<file path="src/rtl/uart_rx_ctrl.sv">
// uart_rx_ctrl: UART receive sequencer with FWFT byte FIFO, sticky overflow and idle-gap frame_end.
// Define UART_RX_CTRL_STATS_EN to add saturating byte_cnt/drop_cnt statistics outputs.
module uart_rx_ctrl #(
   parameter int DEPTH    = 16,
   parameter int AW       = 4,
   parameter int IDLE_TMO = 1000
) (
   input  logic          clk,
   input  logic          rst,
   input  logic          enable,
   input  logic          flush,
   input  logic          rx_done,
   input  logic [7:0]    rx_data,
   output logic          rx_rst,
   output logic [7:0]    m_data,
   output logic          m_valid,
   input  logic          m_ready,
   output logic          frame_end,
   output logic          overflow,
   input  logic          ovf_clr,
   output logic [AW:0]   level
`ifdef UART_RX_CTRL_STATS_EN
   ,
   output logic [15:0]   byte_cnt,
   output logic [15:0]   drop_cnt
`endif
);
   localparam int CW = $clog2(IDLE_TMO);
   typedef enum logic [1:0] {OFF, ARM, RUN, FLUSH} state_t;
   state_t        state_q, state_d;
   logic          arm_cnt_q, arm_cnt_d;
   logic          rx_done_q;
   logic [7:0]    mem_q [DEPTH];
   logic [AW-1:0] wr_ptr_q, wr_ptr_d, rd_ptr_q, rd_ptr_d;
   logic [AW:0]   level_q, level_d;
   logic          ovf_q, ovf_d;
   logic          armed_q, armed_d;
   logic [CW-1:0] idle_q, idle_d;
   logic          act, rx_edge, pop, full, push, drop;
   always_comb begin
      state_d = state_q;
      case (state_q)
         OFF:     state_d = enable ? ARM : OFF;
         ARM:     state_d = !enable ? OFF : (arm_cnt_q ? RUN : ARM);
         RUN:     state_d = !enable ? OFF : (flush ? FLUSH : RUN);
         default: state_d = enable ? ARM : OFF;
      endcase
   end
   // the arm counter only runs inside ARM, so every entry into ARM starts at zero
   assign arm_cnt_d = (state_q == ARM) && enable && !arm_cnt_q;
   assign rx_rst    = (state_q != RUN);
   assign act       = (state_q == RUN) && enable && !flush;
   assign rx_edge   = act && rx_done && !rx_done_q;
   assign m_valid   = (level_q != '0);
   assign m_data    = mem_q[rd_ptr_q];
   assign level     = level_q;
   assign overflow  = ovf_q;
   assign pop       = m_valid && m_ready;
   assign full      = (level_q == (AW+1)'(DEPTH));
   assign push      = rx_edge && (!full || pop);
   assign drop      = rx_edge && full && !pop;
   assign frame_end = act && armed_q && !rx_edge && (idle_q == CW'(IDLE_TMO - 1));
   always_comb begin
      wr_ptr_d = flush ? '0 : wr_ptr_q + AW'(push);
      rd_ptr_d = flush ? '0 : rd_ptr_q + AW'(pop);
      level_d  = flush ? '0 : level_q + (AW+1)'(push) - (AW+1)'(pop);
      ovf_d    = drop || (ovf_q && !ovf_clr);
      armed_d  = act && (rx_edge || (armed_q && !frame_end));
      idle_d   = (!act || rx_edge || frame_end) ? '0 : (armed_q ? idle_q + CW'(1) : idle_q);
   end
   always_ff @(posedge clk or negedge rst) begin
      if (!rst) begin
         state_q   <= OFF;
         arm_cnt_q <= 1'b0;
         rx_done_q <= 1'b0;
         wr_ptr_q  <= '0;
         rd_ptr_q  <= '0;
         level_q   <= '0;
         ovf_q     <= 1'b0;
         armed_q   <= 1'b0;
         idle_q    <= '0;
         for (int i = 0; i < DEPTH; i++) mem_q[i] <= '0;
      end else begin
         state_q   <= state_d;
         arm_cnt_q <= arm_cnt_d;
         rx_done_q <= rx_rst ? 1'b0 : rx_done;
         wr_ptr_q  <= wr_ptr_d;
         rd_ptr_q  <= rd_ptr_d;
         level_q   <= level_d;
         ovf_q     <= ovf_d;
         armed_q   <= armed_d;
         idle_q    <= idle_d;
         if (push) mem_q[wr_ptr_q] <= rx_data;
      end
   end
`ifdef UART_RX_CTRL_STATS_EN
   always_ff @(posedge clk or negedge rst) begin
      if (!rst) begin
         byte_cnt <= '0;
         drop_cnt <= '0;
      end else begin
         if (push && byte_cnt != 16'hFFFF) byte_cnt <= byte_cnt + 16'd1;
         if (drop && drop_cnt != 16'hFFFF) drop_cnt <= drop_cnt + 16'd1;
      end
   end
`endif
endmodule
</file>
<file path="config.mk">
export PLATFORM = sky130hd
export DESIGN_NAME = uart_rx_ctrl
export DESIGN_NICKNAME = d
export VERILOG_FILES = /design/src/rtl/uart_rx_ctrl.sv
export SDC_FILE = /design/constraint.sdc
export NUM_CORES = 1
export LEC_CHECK = 0
export ABC_CLOCK_PERIOD_IN_PS = 2820
export CAP_MARGIN = 0
export CORE_MARGIN = 4
export CORE_UTILIZATION = 54
export CTS_CLUSTER_DIAMETER = 120
export DETAILED_ROUTE_END_ITERATION = 7
export GPL_TIMING_DRIVEN = 0
export PLACE_DENSITY = 0.75
export SETUP_SLACK_MARGIN = 0.3
export SLEW_MARGIN = 20
export SYNTH_ARGS = -nofsm -noshare
export SYNTH_HDL_FRONTEND = slang
export SYNTH_SLANG_ARGS = --single-unit
</file>
<file path="constraint.sdc">
create_clock -name clk -period 2.82 [get_ports clk]
set_clock_uncertainty 0.1 [all_clocks]
set_input_delay 0.282 -clock clk [delete_from_list [all_inputs] [get_ports clk]]
set_output_delay 0.282 -clock clk [all_outputs]
set_load 0.005 [all_outputs]
</file>
==> results of run 1 <==
layer usage:
metal  global-route usage [%]  wire [µm]
met5                        0          0
met4                     6.69        199
met3                     4.08        654
met2                     36.0       8580
met1                     31.8       7790
repair_timing:
action	in CTS	in global routing
setup endpoints to repair	13	12
pin swaps	22	10
endpoints found under the hold margin	83	0
gates cloned	1	1
resized for setup	69	27
hold buffers	1	0
buffers inserted	21	9
kinds of logic (layout without fill, tap and decap cells):
kind of cell             Yosys count  count (layout)
adder cells (fa/ha/maj)           14              14
AND/OR/NAND/NOR                  118             118
buffers and inverters             38             135
XOR/XNOR                          15              15
flip-flops                       157             157
multiplexers                     161             161
AO/OA/AOI/OAI                     29              29
power by group through the flow:
stage,Sequential [mW],Combinational [mW],Clock (mW)
after CTS,2.36,1.32,2.50
after detailed placement,2.41,0.947,0
after global placement,2.40,0.911,0
after floorplan,2.39,0.607,0
final,2.37,1.45,2.47
after global routing,2.37,1.56,2.60
path summary, 6_finish.rpt:
kind / slack, ns / startpoint / end / depth (start not counted)
worst min-delay path: 0.34 / rst / mem_q[122] / 2
worst max-delay path: 0.24 / level[2] / level[4] / 14
max in group asynchronous: 1.48 / rst / wr_ptr_q[0] / 3
worst min register to register: 0.39 / mem_q[37] / mem_q[37] / 1
worst max register to register: 0.24 / level[2] / level[4] / 14
min in group clk: 0.34 / ovf_clr / overflow / 2
registers in the layout (all words and copies together) (netlist names):
register,count
arm_cnt_q,1
idle_q,10
wr_ptr_q,4
rd_ptr_q,4
state_q,2
level,5
armed_q,1
mem_q,128
rx_done_q,1
overflow,1
final cells by class:
type | count | area, µm² | share of cell area, %
plain buffers | 25 | 194 | 2.06
clock buffers | 20 | 457 | 4.86
clock inverters | 12 | 183 | 1.94
inverters | 13 | 48.8 | 0.519
multi-input cells | 337 | 3710 | 39.5
flip-flops and latches | 157 | 3930 | 41.8
well taps | 180 | 225 | 2.40
repair buffers | 65 | 651 | 6.92
critical path, delay by kind of cell, from the launching register on:
kind                       cells  cell delay [ns]
DFF                            1             0.40
adders and majority gates      4             0.84
and+or+nand+nor                5             0.71
buffers and inverters          3             0.17
AOI/OAI and AO/OA              2             0.22
Yosys cell counts (4+ instances only):
master	n	area share (%)
a21oi_1	9	0.59
a22oi_1	5	0.49
inv_1	13	0.64
nand2_1	13	0.64
xor2_1	8	0.92
mux2i_1	4	0.53
clkbuf_1	13	0.64
buf_2	8	0.53
nand3_4	4	0.92
ha_1	13	2.1
nor2b_1	17	1.4
nand3_1	18	1.2
nand2b_1	7	0.58
dfrtp_1	157	52
nor2_4	5	0.74
nor2_1	24	1.2
xnor2_1	7	0.81
nand4_1	5	0.41
mux2_2	125	19
mux4_2	29	8.6
nor3_1	4	0.26
==> qor.yml, run 1 <==
status:
  outcome: "finished, final reports clean"
synthesis:
  synth_seq_cells: 157
  synth_top_family_by_area: "multiplexers"
  syn_area_per_cell_um2: 14.3
  synth-compound-area-share_pct: 3.19
  synth-adder-area-share_pct: 2.40
  synth_cell_type_count: 46
  synth-edff-count: 0
  syn_nets: 561
  synth_ff_type: "dfrtp_1"
  synth_xor_xnor_area_share_pct: 1.73
  synthCells: 532
  yosys_warnings: 0
  netlist_area_um2: 7600
  synthSimpleGateAreaFrac_pct: 10.7
  seq_area_frac_synth_pct: 51.7
  synthMuxAreaShare_pct: 28.1
  async_reset_ff_share_pct: 100
min_path:
  hold_class: "in -> async"
drt:
  drt_iter0_markers: 303
  wl_mm: 17.2
  dr.pass1.iters: 4
  drc: 0
  routedWlPerCell_um: 21.3
  post_drt_via_cell_ratio: 5.87
  via_count: 4748
  final_antenna_net_count: 0
placed_design:
  dpl.cell_count: 744
  gp_congestion: 0.800
  post-place-ws_ns: -0.345
  io_buffer_count: 31
  placed_cell_area_um2: 8230
  place_hpwl_mm: 11.3
clock_tree:
  clock_path_buffers: 2
  clk_pin_slew_ns: 0.06
  htreeDepth: 4
  numCtsBuffers: 17
  cts_num_sinks: 157
  clkLatencyLatePin_ns: 0.42
  root_buffer: "clkbuf_16"
  cts_tree: "yes"
final_layout:
  nets: 645
  num_antenna_cells: 0
  fin_cells: 809
  final_cell_mix: "156 x dfrtp_1, 125 x mux2_2, 29 x mux4_2, 27 x buf_4, 24 x nor2_1"
  drive_gt1_share_pct: 48.2
  area_growth_pct: 23.7
  n_fill_cell: 909
  fin_util_pct: 68.0
  fin_area_um2: 9400
  final_common_cell: "dfrtp_1"
timing:
  rsz0062_at_grt: "yes"
  max_freq_mhz: 387
  maxSlewHeadroom_pct: 48.1
  worst_pin_slew_ns: 0.773
  fin_setup_tns_ns: 0
  period_minus_slack_ns: 2.58
  setup-violations-final: 0
  slew_viol_final: 0
  finalCritPeriodShare_pct: 91.6
  worst_slack_ns: 0.238
  finalHoldViolations: 0
  fin_hold_ws_ns: 0.338
pwr:
  peakVddDrop_mv: 0.607
  combPwrFrac_pct: 23.1
  sw_frac_of_total_pct: 26.2
  seqPwrFrac_pct: 37.7
  finalPower_mw: 6.29
  p_leak_nw: 4.40
  power_switching_mw: 1.65
  power_density_nw_per_um2: 669
  clock_power_share_pct: 39.2
  intPower_mw: 4.64
floorplanning:
  die_area_um2: 16000
  initial_core_util_pct: 55.0
  row_count: 43
  coreArea_um2: 13800
  die_w_um: 127
  ios: 32
  die_y_um: 127
worst_setup_path:
  cp_max_fo: 3
  critPathCaptureType: "register"
  max_stage_delay_ns: 0.40
  cp_cell_sequence: "inv_2 -> ha_4 -> nor3b_4 -> nand2b_1 -> and2_4 -> ha_4 -> inv_2 -> ha_4 -> inv_2 -> fa_2 -> nor2b_4 -> o21bai_2 -> a21oi_2 -> nor3b_2"
  crit_required_ns: 3.01
  cp_slowest_cell: "dfrtp_1"
  critical_path_class: "reg -> reg"
  cp.arrival_ns: 2.77
  cp-start-kind: "register"
global_routing:
  grt_pass1_vias: 4974
  grt-ovfl-total: 0
  antenna_found_initial: 0
  grt_max_degree: 85
  grt_usage_pct: 22.5
  grt_pass1_wl_mm: 27.6
job:
  drv_cap: 0
No activity file was read; power rests on OpenSTA's default activity.
==> run 2: changes to the inputs <==
--- a/config.mk
+++ b/config.mk
@@ -5,7 +5,6 @@
 export SDC_FILE = /design/constraint.sdc
 export NUM_CORES = 1
 export LEC_CHECK = 0
-export ABC_CLOCK_PERIOD_IN_PS = 2820
 export CAP_MARGIN = 0
 export CORE_MARGIN = 4
 export CORE_UTILIZATION = 54
==> results of run 2 <==
The final DEF is identical to that of run 1; final timing and power are the same.
